**config.mk**
```make
export PLATFORM = sky130hd
export DESIGN_NAME = alu_sequencer
export DESIGN_NICKNAME = d
export VERILOG_FILES = /design/src/rtl/alu_seq_pkg.sv /design/src/rtl/alu_sequencer_rr_arb2.sv /design/src/rtl/alu_sequencer.sv
export SDC_FILE = /design/constraint.sdc
export NUM_CORES = 1
export LEC_CHECK = 0
export CORE_UTILIZATION = 36
export CTS_BUF_LIST = sky130_fd_sc_hd__clkbuf_8
export CTS_CLUSTER_DIAMETER = 80
export CTS_CLUSTER_SIZE = 12
export DETAILED_ROUTE_END_ITERATION = 10
export PLACE_DENSITY_LB_ADDON = 0.25
export SETUP_SLACK_MARGIN = 0.05
export SYNTH_ARGS = -nofsm -noshare
export SYNTH_HDL_FRONTEND = slang
export SYNTH_SLANG_ARGS = --single-unit
export TNS_END_PERCENT = 30
```
**constraint.sdc**
```tcl
create_clock -name clk -period 1.85 [get_ports clk]
set_input_delay 0.37 -clock clk [delete_from_list [all_inputs] [get_ports clk]]
set_output_delay 0.37 -clock clk [all_outputs]
set_load 0.02 [all_outputs]
```
**src/rtl/alu_seq_pkg.sv**
```systemverilog
// Shared types and ALU mode encodings for the ALU sequencer.
package alu_seq_pkg;

    typedef enum logic [1:0] {
        IDLE       = 2'd0,
        EXEC       = 2'd1,
        SHIFT_WAIT = 2'd2,
        RESP       = 2'd3
    } state_t;

    localparam logic [2:0] MODE_ADD = 3'd0;
    localparam logic [2:0] MODE_SUB = 3'd1;
    localparam logic [2:0] MODE_AND = 3'd2;
    localparam logic [2:0] MODE_OR  = 3'd3;
    localparam logic [2:0] MODE_XOR = 3'd4;
    localparam logic [2:0] MODE_SLT = 3'd5;
    localparam logic [2:0] MODE_SLL = 3'd6;
    localparam logic [2:0] MODE_SRL = 3'd7;

    function automatic logic is_shift(input logic [2:0] mode);
        return (mode == MODE_SLL) || (mode == MODE_SRL);
    endfunction

endpackage

```
**src/rtl/alu_sequencer_rr_arb2.sv**
```systemverilog
// Two-way round-robin arbiter: a lone request wins, a tie goes to the
// requester that was not granted last.
module rr_arb2 (
    input  logic [1:0] req_i,
    input  logic       last_i,
    output logic [1:0] grant_o
);

    always_comb begin
        grant_o = 2'b00;
        case (req_i)
            2'b01:   grant_o = 2'b01;
            2'b10:   grant_o = 2'b10;
            2'b11:   grant_o = last_i ? 2'b01 : 2'b10;
            default: grant_o = 2'b00;
        endcase
    end

endmodule

```
**src/rtl/alu_sequencer.sv**
```systemverilog
// Sequences operations from two requesters onto a shared external ALU.
// Define ALU_SEQ_SHIFT_TIMEOUT_EN to bound the wait for shift completion.
module alu_sequencer
    import alu_seq_pkg::*;
#(
    parameter int DATA_W         = 16,
    parameter int TIMEOUT_CYCLES = 32
) (
    input  logic                  clk,
    input  logic                  reset,
    input  logic [1:0]            req_valid,
    output logic [1:0]            req_ready,
    input  logic [2*DATA_W-1:0]   req_a,
    input  logic [2*DATA_W-1:0]   req_b,
    input  logic [5:0]            req_mode,
    output logic [1:0]            rsp_valid,
    output logic [DATA_W-1:0]     rsp_data,
    output logic                  rsp_zero,
    output logic                  rsp_err,
    output logic [DATA_W-1:0]     alu_a,
    output logic [DATA_W-1:0]     alu_b,
    output logic [2:0]            alu_mode,
    output logic                  alu_start_shift,
    input  logic [DATA_W-1:0]     alu_answer,
    input  logic                  alu_zero,
    input  logic                  alu_done_shift,
    output logic                  busy
);

    if (TIMEOUT_CYCLES < 1) begin : g_bad_timeout_cfg
        $error("TIMEOUT_CYCLES must be at least 1");
    end

    state_t              state_q;
    logic [DATA_W-1:0]   a_q, b_q, rsp_data_q;
    logic [2:0]          mode_q;
    logic                owner_q;
    logic                rr_ptr_q;  // requester favoured on the next tie
    logic                start_q;
    logic                rsp_zero_q;
    logic [1:0]          rsp_valid_q;

    logic [1:0]          grant;
    logic                sel_d;
    logic [DATA_W-1:0]   sel_a_d, sel_b_d;
    logic [2:0]          sel_mode_d;
    logic [1:0]          owner_oh;

`ifdef ALU_SEQ_SHIFT_TIMEOUT_EN
    localparam int CNT_W = $clog2(TIMEOUT_CYCLES + 1);
    logic [CNT_W-1:0]    cnt_q;
    logic                err_q;
`endif

    rr_arb2 u_arb (
        .req_i   (req_valid),
        .last_i  (~rr_ptr_q),
        .grant_o (grant)
    );

    assign sel_d      = grant[1];
    assign sel_a_d    = sel_d ? req_a[DATA_W +: DATA_W] : req_a[0 +: DATA_W];
    assign sel_b_d    = sel_d ? req_b[DATA_W +: DATA_W] : req_b[0 +: DATA_W];
    assign sel_mode_d = sel_d ? req_mode[5:3] : req_mode[2:0];
    assign owner_oh   = owner_q ? 2'b10 : 2'b01;

    assign req_ready       = (state_q == IDLE) ? grant : 2'b00;
    assign busy            = (state_q != IDLE);
    assign alu_a           = a_q;
    assign alu_b           = b_q;
    assign alu_mode        = mode_q;
    assign alu_start_shift = start_q;
    assign rsp_valid       = rsp_valid_q;
    assign rsp_data        = rsp_data_q;
    assign rsp_zero        = rsp_zero_q;
`ifdef ALU_SEQ_SHIFT_TIMEOUT_EN
    assign rsp_err         = err_q;
`else
    assign rsp_err         = 1'b0;
`endif

    always_ff @(posedge clk or posedge reset) begin
        if (reset) begin
            state_q     <= IDLE;
            a_q         <= '0;
            b_q         <= '0;
            mode_q      <= '0;
            owner_q     <= 1'b0;
            rr_ptr_q    <= 1'b0;
            start_q     <= 1'b0;
            rsp_valid_q <= 2'b00;
            rsp_data_q  <= '0;
            rsp_zero_q  <= 1'b0;
`ifdef ALU_SEQ_SHIFT_TIMEOUT_EN
            cnt_q       <= '0;
            err_q       <= 1'b0;
`endif
        end else begin
            rsp_valid_q <= 2'b00;
            case (state_q)
                IDLE: begin
                    if (|grant) begin
                        a_q      <= sel_a_d;
                        b_q      <= sel_b_d;
                        mode_q   <= sel_mode_d;
                        owner_q  <= sel_d;
                        rr_ptr_q <= grant[0];
                        start_q  <= is_shift(sel_mode_d);
                        state_q  <= EXEC;
                    end
                end
                EXEC: begin
                    start_q <= 1'b0;
                    if (is_shift(mode_q)) begin
`ifdef ALU_SEQ_SHIFT_TIMEOUT_EN
                        cnt_q <= '0;
`endif
                        state_q <= SHIFT_WAIT;
                    end else begin
                        rsp_data_q  <= alu_answer;
                        rsp_zero_q  <= alu_zero;
`ifdef ALU_SEQ_SHIFT_TIMEOUT_EN
                        err_q       <= 1'b0;
`endif
                        rsp_valid_q <= owner_oh;
                        state_q     <= RESP;
                    end
                end
                SHIFT_WAIT: begin
                    if (alu_done_shift) begin
                        rsp_data_q  <= alu_answer;
                        rsp_zero_q  <= alu_zero;
`ifdef ALU_SEQ_SHIFT_TIMEOUT_EN
                        err_q       <= 1'b0;
`endif
                        rsp_valid_q <= owner_oh;
                        state_q     <= RESP;
                    end
`ifdef ALU_SEQ_SHIFT_TIMEOUT_EN
                    // Last waiting cycle without completion: give up with an error.
                    else if (cnt_q == CNT_W'(TIMEOUT_CYCLES - 1)) begin
                        rsp_data_q  <= '0;
                        rsp_zero_q  <= 1'b0;
                        err_q       <= 1'b1;
                        rsp_valid_q <= owner_oh;
                        state_q     <= RESP;
                    end else begin
                        cnt_q <= cnt_q + 1'b1;
                    end
`endif
                end
                RESP: begin
                    state_q <= IDLE;
                end
                default: begin
                    state_q <= IDLE;
                end
            endcase
        end
    end

endmodule

```
==> out/summary.txt <==
Worst IR Drop VDD - 624 uV
fraction of final layout cells with drive strength greater than 1 - 15.6%
Crit path required time - 1480 ps
Synth Area in Adders - 1.39%
Synth cell types - 29
initial antenna violation count - 0
DRC - 0
CP Class - input pin to output pin
Mapped Area - 0.00270 mm2
port bufs - 149
post-synthesis xor/xnor area fraction - 0%
CP Launch Type - input pin
dpl cells - 481
Ant. Diodes - 0
vias per cell - 4.56
die area - 0.00784 mm2
RSZ-0062 raised after global routing - yes
Peak Freq - 0.574 GHz
Worst Path Arrival - 1370 ps
Worst Setup End Kind - output pin
Synth Area in Compound Gates - 9.28%
Final #Nets - 488
Fin. Hold Viols - 0
Starting DRT DRC Count - 55
max_cap viols - 0
Final WS setup - 109 ps
initial cell density of the core - 37.2%
I/O pin count - 151
Yosys reg bits - 59
post-layout min period - 1740 ps
via count - 2,268
fin crit share - 94.1%
Worst Clk Skew - 7.84 ps
Finished Layout Cells - 497
pin count of the biggest net entering global routing - 72
GR Overflow Total - 0
Area after DPL - 0.00434 mm2
sequential share of the synthesized area - 54.7%
outcome - finished clean
Synth warnings - 0
syn_nets - 327
synth-to-layout area growth - 69.9%
Final Instance Area - 0.00458 mm2
post-DP HPWL - 4.75 mm
mux contribution to synthesized area - 21.5%
Core ar. - 0.00725 mm2
Clock Path Buffers - 2
H-tree depth - 3
GR Util All Layers - 16.9%
Root Buffer - clkbuf_8
FP Rows - 31
drt pass-1 iters - 6
largest fanout on the critical path - 4
die height - 88.6 um
Post-Route WL - 6.29 mm
number of global-route vias before repair - 2,231
Hold Crit Class - input pin to async pin
gate count of the mapped netlist - 232
TritonCTS clock tree - yes
# setup viols final - 0
Pleak - 2.09 nW
simple-gate area share of the yosys netlist - 8.26%
PwrDens - 1640 mW/mm2
Clock Pin Slew Worst Setup and Hold Paths - 70 ps
first-pass GRT wire length - 10.1 mm
GPL Wtd Cong - 0.738
post-route ant nets - 0
CTS sink cnt - 59
syn_area_per_cell - 11.6 um2
WL per Instance - 12.7 um
main combinational cell family by area after synthesis - multiplexers
post-CTS setup buffers - 0
clk_lat worst skew - 320 ps
fin. max-slew vios - 0
cts bufs inserted - 9
die width - 88.6 um
Place WS - -382 ps
[worst max-delay path, stage by stage]
cell             delay, ps
clkdlybuf4s50_1        610
o21ai_4                110
a21oi_1                130
buf_4                  160
[layer usage]
metal	GRT usage, %	up-vias	wire length, um
met4	6.45	0	101
li1	-	1112	-
met3	7.28	9	656
met2	27.6	108	2980
met5	0	-	0
met1	19.6	1039	2550
[synth_stat cells (all sizes together)]
master  count  share of area [%]
mux2i      34                 13
a31oi       1               0.23
mux2       18                8.9
o22a        2               0.65
and3b       1               0.32
o21ai      36                6.8
nand2      44                6.4
dfrtp      59                 55
and3        1               0.23
nand2b      1               0.32
ha          3                1.4
o211ai      1               0.46
nor3        1               0.19
inv         6               0.83
o31ai       1               0.28
nand3       2               0.37
a21o        1               0.28
nor2        3               0.42
a21oi       3               0.56
buf        10                3.3
conb        1               0.14
clkbuf      3               0.56
[area by class of cell]
class | instances | area [um2]
Inverter | 6 | 26.3
Tap cell | 99 | 124
Sequential cell | 59 | 1480
Fill cell | 603 | 2670
Timing Repair Buffer | 163 | 1610
Multi-Input combinational cell | 154 | 1120
Clock inverter | 5 | 75.1
Clock buffer | 11 | 151
[flip-flops by register name, summed over array words and instances, names as in the netlist]
| signal | cells |
|---|---|
| state_q | 2 |
| alu_b | 16 |
| owner_q | 1 |
| alu_a | 16 |
| rr_ptr_q | 1 |
| alu_mode | 3 |
| rsp_zero | 1 |
| alu_start_shift | 1 |
| rsp_data | 16 |
| rsp_valid | 2 |
[placed cells by master (no fill, tap or decap), types with 2 or more instances in the layout]
cell / instances
clkdlybuf4s50_1: 146
dfrtp_1: 59
nand2_1: 43
mux2i_1: 34
o21ai_0: 30
buf_4: 13
clkbuf_8: 12
mux2_4: 10
mux2_2: 8
o21ai_1: 5
inv_1: 3
a21oi_1: 3
clkinv_2: 3
nand3_1: 2
o22a_1: 2
nor2_1: 2
inv_2: 2
ha_2: 2
bufinv_16: 2
[where the power goes]
| group | internal (W) | total (W) | switching, W |
|---|---|---|---|
| sequential | 0.00192 | 0.00224 | 0.000324 |
| combinational | 0.00210 | 0.00398 | 0.00189 |
| clock | 0.000825 | 0.00131 | 0.000484 |
| total | 0.00484 | 0.00753 | 0.00269 |
[per-stage QoR]
step | total power, W | setup TNS [ps] | hold WS (ps) | utilization (%)
floorplan | 0.00445 | 0 | 456 | -
global route | 0.00806 | 0 | 512 | 63.2
detailed placement | 0.00624 | -10660 | 470 | 59.8
CTS | 0.00757 | 0 | 484 | 62.9
finish | 0.00753 | 0 | 475 | 63.2
global placement | 0.00615 | -9130 | 460 | 59.8
[what timing repair did]
| action | 4_1_cts | 5_1_grt |
|---|---|---|
| endpoints found under the hold margin | 0 | 0 |
| endpoints found under the setup margin | 6 | 4 |
| resized for setup | 13 | 11 |
| hold buffers | 0 | 0 |
[cell families after synthesis]
kind of cell / Yosys count
buffers and inverters: 19
DFF: 59
other: 1
and+or+nand+nor: 53
AOI/OAI and AO/OA: 45
muxes: 52
adders and majority gates: 3
[path summary, 6_finish.rpt]
path | startpoint | to | slack (ps) | cells after the start
setup reg to reg | state_q[0] | rsp_data[14] | 170 | 7
min in group clk | alu_mode[0] | alu_mode[0] | 480 | 2
setup / recovery | req_valid[1] | req_ready[0] | 110 | 4
hold / removal | reset | rsp_data[6] | 480 | 3
max in group asynchronous | reset | alu_b[10] | 1040 | 3
hold reg to reg | alu_mode[0] | alu_mode[0] | 480 | 2
No activity file was read; power rests on OpenSTA's default activity.
